==> config.mk <==
export PLATFORM = sky130hd
export DESIGN_NAME = jc_step_controller
export DESIGN_NICKNAME = d
export VERILOG_FILES = /design/src/rtl/jc_pkg.sv /design/src/rtl/jc_shift_core.sv /design/src/rtl/jc_step_controller.sv
export SDC_FILE = /design/constraint.sdc
export NUM_CORES = 1
export LEC_CHECK = 0
export ABC_AREA = 1
export BUFFER_PORTS_ARGS = -buffer_cell sky130_fd_sc_hd__buf_2
export CAP_MARGIN = 20
export CORE_UTILIZATION = 35
export CTS_CLUSTER_DIAMETER = 40
export DETAILED_ROUTE_END_ITERATION = 6
export GPL_ROUTABILITY_DRIVEN = 0
export MAX_ROUTING_LAYER = met4
export SETUP_SLACK_MARGIN = 0.02
export SYNTH_ARGS = -nofsm -noshare
export SYNTH_HDL_FRONTEND = slang
export SYNTH_SLANG_ARGS = --single-unit
export TNS_END_PERCENT = 5
==> constraint.sdc <==
create_clock -name clk -period 6.5 [get_ports clk]
set_clock_uncertainty 0.2 [all_clocks]
set_input_delay 0.325 -clock clk [delete_from_list [all_inputs] [get_ports clk]]
set_output_delay 0.325 -clock clk [all_outputs]
set_load 0.01 [all_outputs]
==> src/rtl/jc_pkg.sv <==
// jc_pkg: shared FSM state type and default sizes for the Johnson step controller.
package jc_pkg;
    localparam int JC_WIDTH = 6;
    localparam int JC_STEPW = 8;
    typedef enum logic [1:0] {IDLE, RUN, DONE} state_t;
endpackage

==> src/rtl/jc_shift_core.sv <==
// jc_shift_core: bidirectional Johnson shift register with synchronous clear.
module jc_shift_core
    import jc_pkg::*;
#(
    parameter int WIDTH = JC_WIDTH
) (
    input  logic             clk,
    input  logic             rst,
    input  logic             en,
    input  logic             dir,
    input  logic             clr,
    output logic [WIDTH-1:0] q
);
    logic [WIDTH-1:0] r_q;

    // clear beats shift so a corrupted pattern is never propagated
    always_ff @(posedge clk or negedge rst) begin
        if (!rst)
            r_q <= '0;
        else if (clr)
            r_q <= '0;
        else if (en)
            r_q <= dir ? {r_q[WIDTH-2:0], ~r_q[WIDTH-1]} : {~r_q[0], r_q[WIDTH-1:1]};
    end

    assign q = r_q;
endmodule

==> src/rtl/jc_step_controller.sv <==
// jc_step_controller: runs N-step Johnson shift commands with abort and phase decode.
// Define JC_SELFHEAL_EN to compile in illegal-pattern detection and reload.
module jc_step_controller
    import jc_pkg::*;
#(
    parameter int WIDTH = JC_WIDTH,
    parameter int STEPW = JC_STEPW
) (
    input  logic                        clk,
    input  logic                        rst,
    input  logic                        cmd_valid,
    output logic                        cmd_ready,
    input  logic [STEPW-1:0]            cmd_steps,
    input  logic                        cmd_dir,
    input  logic                        abort,
    output logic [WIDTH-1:0]            q,
    output logic [$clog2(2*WIDTH)-1:0]  phase,
    output logic                        busy,
    output logic                        done,
    output logic                        aborted,
    output logic                        err
);
    localparam int PHW = $clog2(2*WIDTH);
    localparam int OW  = $clog2(WIDTH+1);

    state_t           r_state, w_next;
    logic [STEPW-1:0] r_cnt;
    logic             r_dir, r_aborted;
    logic             w_acc, w_stop, w_shift, w_err;
    logic [OW-1:0]    w_ones;

`ifdef JC_SELFHEAL_EN
    // a legal Johnson code has at most one boundary between its run of ones and zeros
    logic [WIDTH-2:0] w_trans;
    assign w_trans = q[WIDTH-1:1] ^ q[WIDTH-2:0];
    assign w_err   = $countones(w_trans) > 1;
`else
    assign w_err = 1'b0;
`endif

    always_comb begin
        w_next  = r_state;
        w_acc   = cmd_valid && r_state == IDLE;
        w_stop  = abort || w_err;
        w_shift = r_state == RUN && !w_stop;
        case (r_state)
            IDLE:    if (w_acc) w_next = (cmd_steps != '0) ? RUN : DONE;
            RUN:     if (w_stop || r_cnt == STEPW'(1)) w_next = DONE;
            default: w_next = IDLE;
        endcase
    end

    always_ff @(posedge clk or negedge rst) begin
        if (!rst) begin
            r_state   <= IDLE;
            r_cnt     <= '0;
            r_dir     <= 1'b0;
            r_aborted <= 1'b0;
        end else begin
            r_state <= w_next;
            if (w_acc) begin
                r_cnt     <= cmd_steps;
                r_dir     <= cmd_dir;
                r_aborted <= 1'b0;
            end else if (r_state == RUN) begin
                if (w_stop)
                    r_aborted <= 1'b1;
                else
                    r_cnt <= r_cnt - STEPW'(1);
            end
        end
    end

    jc_shift_core #(.WIDTH(WIDTH)) u_core (
        .clk (clk),
        .rst (rst),
        .en  (w_shift),
        .dir (r_dir),
        .clr (w_err),
        .q   (q)
    );

    assign w_ones    = OW'($countones(q));
    assign phase     = (q[0] || q == '0) ? PHW'(w_ones) : PHW'(2*WIDTH - int'(w_ones));
    assign cmd_ready = r_state == IDLE;
    assign busy      = r_state == RUN || r_state == DONE;
    assign done      = r_state == DONE;
    assign aborted   = r_aborted;
    assign err       = w_err;
endmodule

# [After elaboration in Yosys (flattened, before gate mapping)]
# Cells that the tools add are included.
[totals] mem_count=0 rom_bits=0 register_bits=18 word_cells=46 output_inout_bits=15 latchBits=0 ramBits=0 inputBits=13
[op_classes] shifts=0 mux=12 mul=0 addsub=7 n_eq_ne=6 bitwise=2 n_reduce_logical=14 order_cmp=0 div=0
[op_table] op="$mux 8" count=3
[op_table] op="$eq 8x1->1 const B" count=1
[op_table] op="$reduce_bool 8->1" count=1
[op_table] op="$sub 8x1->8 const B" count=1
[op_table] op="$add 1x1->2" count=3
[op_table] op="$logic_not 6->1" count=1
[op_table] op="$mux 2" count=3
[op_table] op="$mux 6" count=1
[op_table] op="$reduce_and 2->1" count=3
[op_table] op="$mux 4" count=1
[op_table] op="$ne 2x1->1 const B" count=2
[op_table] op="$pmux 2 s2" count=1
[op_table] op="$reduce_bool 2->1" count=2
[op_table] op="$sub 4x3->4 const A" count=1
[op_table] op="$add 2x2->3" count=1
[op_table] op="$add 3x2->3" count=1
[op_table] op="$logic_or 1x1->1" count=3
[op_table] op="$mux 1" count=3
[op_table] op="$eq 2x1->1 const B" count=1
[op_table] op="$eq 2x2->1 const B" count=1
[op_table] op="$logic_and 1x1->1" count=2
[op_table] op="$logic_not 2->1" count=1
[op_table] op="$ne 2x2->1 const B" count=1
[op_table] op="$not 1->1" count=2
[op_table] op="$logic_not 1->1" count=1

# [Depth between registers and ports, before layout]
# Gate-level depths: netlist of the first run.
[depth] depth_word=5 ltp_mapped=10 ltp_nobuf=10

# [Cells and area by module]
# From an unflattened synthesis of the first run, not the netlist that was laid out.
[hier_totals] cells_unflattened=189 area_unflattened_um2=1325.0
[modules_own_cells] mod="jc_step_controller" n_inst=1 seq_area_each_um2=300.3 cells_each=143 area_each_um2=1012.2
[modules_own_cells] mod="jc_shift_core" n_inst=1 seq_area_each_um2=150.1 cells_each=46 area_each_um2=312.8

# [Worst setup path after synthesis of the first run]
# No wires, ideal clock.
[synth_path] path_kind="register -> output" from="register u_core.r_q[0] (netlist: u_core.q[0])" to="output port phase[2]" stages_incl_launch_ff=11 arrival_time_ns=2.809 t_required_ns=5.975 path_buffers=0 setup_slack_ns=3.166 path_cell_list="dfrtp_1 fa_1 inv_1 fa_1 inv_1 ha_1 fa_1 inv_1 ha_1 xnor2_1 o21ai_0"
[synth_via] elab_chain_cells=5 word_cells_on_any_way=7 classes_between="add/sub (4); mux (1); reduce/logical (2)"
[synth_lines] item="start: declaration" line_no="jc_shift_core.sv:14" text="logic [WIDTH-1:0] r_q;"
[synth_lines] item="start signal: assignment" line_no="jc_shift_core.sv:23" text="r_q <= dir ? {r_q[WIDTH-2:0], ~r_q[WIDTH-1]} : {~r_q[0], r_q[WIDTH-1:1]};"
[synth_lines] item="$add 1x1->2 (not written as such)" line_no="jc_step_controller.sv:83" text="assign w_ones = OW'($countones(q));"
[synth_lines] item="$add 2x2->3 (not written as such)" line_no="jc_step_controller.sv:83"
[synth_lines] item="$add 3x2->3 (not written as such)" line_no="jc_step_controller.sv:83"
[synth_lines] item="$sub 4x3->4" line_no="jc_step_controller.sv:84" text="assign phase = (q[0] || q == '0) ? PHW'(w_ones) : PHW'(2*WIDTH - int'(w_ones));"
[synth_lines] item="$mux 4 *" line_no="jc_step_controller.sv:84"
[synth_lines] item="end: declaration" line_no="jc_step_controller.sv:17" text="output logic [$clog2(2*WIDTH)-1:0] phase,"
# Every way passes the cells marked *; elsewhere a longest branch is shown, timed or not.

# [Worst setup path after layout of the first run]
# Ends and elaborated chain as after synthesis.

==> flow_summary.toml, run 1 <==
[synth]
avgSynthCellArea_um2 = 7.68
yosys.area.top_type = "dfrtp_1"
synth_cell_types = 22
synth_compound_area_share_pct = 15.8
synth.top_cell.area_share_pct = 34.7
synthXorXnorAreaFrac_pct = 2.70
syn-num-nets = 193
ys_warn_count = 0
synth_top_family_by_area = "simple AND/OR/NAND/NOR gates"
netlist_area_um2 = 1300
synth_mux_area_share_pct = 0
synth_area_leaders = "dfrtp_1 (35%), nand2_1 (11%), inv_1 (8.1%), ha_1 (7.7%), o21ai_0 (6.6%)"
yosys.area_share.simple_pct = 23.7
synth-adder-area-share_pct = 12.3
syn_inst = 169
ys_ff_latch = 18
yosysSeqAreaShare_pct = 34.7

[worst_setup_path]
critPathArrivalTime_ns = 3.14
cp-start-kind = "register"
cp_max_fo = 5
worst_path_max_delay_cell = "fa_1"
setup.worst_path.class = "register to primary output"
crit_chain = "fa_1, inv_1, fa_1, inv_1, ha_1, fa_1, inv_1, ha_1, xnor2_1, o21ai_0, buf_2"
cp_num_buf_inv = 4
crit_required_ns = 5.97
end_kind = "primary output"
critPathMaxStageDelay_ns = 0.55
cp_top_family = "adder cells"

[detailed_routing]
drc = 0
drt-pass1-iter-count = 4
wl_met2_um = 1140
vias = 1090
wirelength_um = 2640
ant_nets = 0
routedWlPerCell_um = 10.8
top_layer_used = "met4"
dr_wl_met3_um = 103
viasPerCell = 4.47
wl_met1_um = 1380
first_iter_violations = 63

[clock_network]
clockRootBuffer = "clkbuf_8"
cts_tree = "yes"
ctsResizeCount = 0
insertion_delay_ns = 0.26
h-tree-depth = 1
cts_buffer_depth = 2
clk_pin_slew_worst_paths_ns = 0.08
clock_sinks = 18
numCtsBuffers = 3

[sta]
max_freq_ghz = 0.273
fin_crit_ns = 3.67
setup_tns_ns = 0
layout_setup_ws_ns = 2.83
hold_violations = 0
setup_viol_count_final = 0
rsz0062_at_grt = "false"
finalMaxSlewViolations = 0
fin_crit_sh_pct = 56.4

[global_routing]
grt_overflow = 0
antenna_found_initial = 0
grt_pass1_wl_um = 4640
grt_max_degree = 19
grt_pass1_vias = 1067
grt.total_usage_pct = 15.1

[floorplanning]
num_rows = 21
die_y_um = 62.9
io_pins = 28
die_w_um = 62.9
core_area_um2 = 3440
initial_core_util_pct = 37.7
die-area_um2 = 3950

[hold_path]
hold_class = "input port to register"

[pwr]
irDropWorstVdd_uv = 276
power_density_nw_per_um2 = 624
leakagePower_nw = 0.831

[status]
run_status = "completed"

[finish]
multiInputGateArea_um2 = 712
num_antenna_cells = 0
syn_to_final_growth_pct = 18.6
seq_area_um2 = 450
n_fill_cell = 368
drive_gt1_share_pct = 22.7
final_nets = 223

[place]
portBuffers = 26
pre_cts_slack_ns = 3.10
hpwl_um = 2060

[job]
maxCapViolations = 0
## logic make-up after synthesis
group / count (synthesis)
and+or+nand+nor: 65
AOI/OAI and AO/OA: 35
buffers and inverters: 35
DFF: 18
adders and majority gates: 11
xor gates and xnor gates: 4
other: 1
## final timing paths
| check | from | end | slack [ns] | cells after the start |
|---|---|---|---|---|
| worst max-delay path | u_core.q[0]$_DFFE_PN0P_ | phase[2] | 2.83 | 11 |
| worst min-delay path | cmd_dir | r_dir$_DFFE_PN0P_ | 0.09 | 3 |
| worst max register to register | r_state[1]$_DFFE_PN0P_ | r_cnt[6]$_DFFE_PN0P_ | 4.91 | 8 |
| worst min register to register | aborted$_DFFE_PN0P_ | aborted$_DFFE_PN0P_ | 0.30 | 2 |
| max in group asynchronous | rst | u_core.q[3]$_DFFE_PN0P_ | 5.48 | 2 |
| min in group asynchronous | rst | u_core.q[4]$_DFFE_PN0P_ | 0.33 | 2 |
## registers in the layout (all words and copies together) (netlist names)
name,flops
r_cnt,8
u_core.q,6
r_state,2
aborted,1
r_dir,1
## repair_timing
item / in CTS / in global routing
setup buffers: 0 / 0
hold endpoints to repair: 18 / 0
endpoints found under the setup margin: 0 / 0
hold buffers: 1 / 0
## Yosys cell counts
master and instances:
nor2_1 12, buf_4 1, o21ai_0 17, o21bai_1 2, nor2_8 1, nand2_1 38
nand2_4 4, o221ai_1 2, conb_1 1, dfrtp_1 18, fa_1 3, nand3_2 1
clkbuf_1 1, o211ai_1 1, inv_2 5, a21oi_1 9, ha_1 8, xor2_1 2
xnor2_1 2, nand3_1 9, o21ai_2 4, inv_1 28
## cells in the final DEF, fill, tap and decap left out, drive strengths merged
cell type / instances
buf: 26
a21oi: 9
fa: 3
nor2: 13
xnor2: 2
xor2: 2
nand2: 42
o211ai: 1
o221ai: 2
clkbuf: 4
o21ai: 21
conb: 1
inv: 33
ha: 8
dfrtp: 18
o21bai: 2
nand3: 10
dlygate4sd3: 1
## worst register-to-register path: cells and delay by family, from the launching register on
family                   cells  cell delay (ns)
adder cells (fa/ha/maj)      1             0.25
buffers and inverters        3             0.26
flip-flops                   1             0.41
AND/OR/NAND/NOR              4             0.42
## power breakdown
group	internal (mW)	switching [mW]
Clock	0.0540	0.0427
Sequential	0.167	0.0462
Combinational	0.267	0.384
Total	0.488	0.473
## per-stage QoR
step                instance area (um^2)  hold WS, ns  util, %  std cells  power (mW)
floorplan                           1300       -0.171        -        169       0.690
global placement                    1470       0.0938     42.8        239       0.861
detailed placement                  1470       0.0980     42.8        239       0.875
CTS                                 1540       0.0842     44.7        244       0.975
global route                        1540       0.0963     44.7        244        1.07
finish                              1540       0.0862     44.7        244       0.961
## area by class of cell
cell class,instances,area share [%]
clock buffer,4,3.58
tap,46,3.74
inverter,33,8.05
sequential,18,29.3
multi-input combinational,116,46.3
timing repair buffer,27,9.11
## per-layer routing
layer  up-vias  GRT usage (%)
met3         5           3.65
met5         -              -
met2        21           24.2
li1        584              -
met4         0           2.62
met1       480           19.5
Power figures use the tool's default switching activity.
==> inputs of run 2 (changes only) <==
==> constraint.sdc (replaced) <==
create_clock -name clk -period 3.3 [get_ports clk]
set_clock_uncertainty 0.2 [all_clocks]
set_input_delay 0.165 -clock clk [delete_from_list [all_inputs] [get_ports clk]]
set_output_delay 0.165 -clock clk [all_outputs]
set_load 0.01 [all_outputs]
==> flow_summary.toml, run 2 (synthesis gave the netlist of run 1 again) <==
[clock_network]
clockRootBuffer = "clkbuf_8"
postCtsSetupRepairBufs = 0
clk_pin_slew_worst_paths_ns = 0.07
numCtsBuffers = 3
clock_sinks = 18
cts_buffer_depth = 2
insertion_delay_ns = 0.25
h-tree-depth = 1
cts_tree = "yes"

[detailed_routing]
vias = 1147
viasPerCell = 4.55
first_iter_violations = 27
routedWlPerCell_um = 10.7
wirelength_um = 2690
ant_nets = 0
drt-pass1-iter-count = 4
drc = 0

[job]
maxCapViolations = 0

[worst_setup_path]
reg2reg_depth = 8
critPathArrivalTime_ns = 2.99
cp_num_buf_inv = 4
cp_max_fo = 3
reg2reg_setup_slack_ns = 1.70
critPathMaxStageDelay_ns = 0.54
cp-start-kind = "register"
crit_chain = "fa_1, inv_1, fa_1, inv_1, ha_2, fa_1, inv_2, ha_4, nor2_2, a21oi_1, buf_2"
crit_required_ns = 2.93
setup.worst_path.class = "register to primary output"
r2r_start = "r_state[1]$_DFFE_PN0P_"
cp_common_cell = "fa_1"
end_kind = "primary output"
rr_endpoint = "r_cnt[5]$_DFFE_PN0P_"
worst_path_max_delay_cell = "fa_1"
cp_top_family = "adder cells"

[sta]
max_freq_ghz = 0.298
layout_setup_ws_ns = -0.0565
finalMaxSlewViolations = 0
fin_crit_sh_pct = 102
setup_viol_count_final = 2
hold_violations = 0
rsz0062_at_grt = "true"
fin_crit_ns = 3.36

[pwr]
power_density_nw_per_um2 = 1260
leakagePower_nw = 0.863
irDropWorstVdd_uv = 641
power_mw = 2.05

[global_routing]
grt_pass1_wl_um = 4900
antenna_found_initial = 0
grt_overflow = 0
grt_pass1_vias = 1146
grt_max_degree = 19
grt.total_usage_pct = 16.0

[hold_path]
hold_start = "cmd_steps[7]"
whs_endpoint = "r_cnt[7]$_DFFE_PN0P_"
hold_depth = 5
hold_class = "input port to register"

[place]
portBuffers = 26
dp.cells = 241
pre_cts_slack_ns = 0.125
dpl_cell_area_um2 = 1490
hpwl_um = 2060

[floorplanning]
die-area_um2 = 3950
die_w_um = 62.9
core_area_um2 = 3440
io_pins = 28
die_y_um = 62.9
initial_core_util_pct = 37.7
num_rows = 21

[finish]
drive_gt1_share_pct = 24.8
final_nets = 231
largest_reg_flops = 8
stdcell_area_um2 = 1630
post-route-util_pct = 47.4
final_common_cell = "nand2_1"
stdcell_count = 252
largest_register = "r_cnt"
syn_to_final_growth_pct = 25.7
mostFrequentLayoutCells = "nand2_1 (38), inv_1 (27), buf_2 (26)"
num_antenna_cells = 0

[status]
run_status = "finished, violations left"
violations = "setup timing"
==> run 2: where the power goes <==
group / internal [mW] / switching [mW] / total [mW]
clock network: 0.106 / 0.0782 / 0.184
registers: 0.328 / 0.0779 / 0.406
logic: 0.630 / 0.828 / 1.46
==> run 2: area by class of cell <==
| cell class | instances | area [um^2] |
|---|---|---|
| fillers | 339 | 1810 |
| multi-input cells | 116 | 729 |
| repair buffers | 35 | 215 |
| clock buffers | 4 | 55.1 |
| well taps | 46 | 57.6 |
| flip-flops and latches | 18 | 450 |
| inverters | 33 | 124 |
==> run 2: repair_timing <==
item	CTS	global route
hold buffers	7	0
endpoints found under the hold margin	24	0
endpoints found under the setup margin	2	2
resized for setup	4	1
==> run 2: worst min-delay path: stages <==
cell and delay, ns:
buf_2 0.09, nand2_1 0.07, o21ai_2 0.05, inv_1 0.03, nand2_1 0.05
==> run 2: worst max path at each step <==
stage / from / endpoint / slack, ns / cells after the start
final: u_core.q[0]$_DFFE_PN0P_ / phase[1] / -0.06 / 11
after global placement: u_core.q[0]$_DFFE_PN0P_ / phase[2] / 0.17 / 11
after CTS: u_core.q[0]$_DFFE_PN0P_ / phase[1] / -0.08 / 11
after floorplan: u_core.q[0]$_DFFE_PN0P_ / phase[2] / 0.13 / 10
after detailed placement: u_core.q[0]$_DFFE_PN0P_ / phase[2] / 0.12 / 11
after global routing: u_core.q[0]$_DFFE_PN0P_ / phase[1] / -0.17 / 11
==> run 2: per-layer routing <==
| metal | routed length, um | vias to the layer above | global-route usage [%] |
|---|---|---|---|
| li1 | - | 603 | - |
| met5 | 0 | - | - |
| met4 | 10 | 0 | 1.74 |
| met1 | 1290 | 516 | 19.6 |
| met3 | 130 | 2 | 4.38 |
| met2 | 1260 | 26 | 26.7 |
==> run 2: per-stage QoR <==
stage	setup TNS [ns]	hold WS, ns
2_1_floorplan	0	-0.331
3_3_place_gp	0	-0.0705
3_5_place_dp	0	-0.0700
4_1_cts	-0.147	0.0230
5_1_grt	-0.330	0.0573
6_report	-0.0983	0.0320
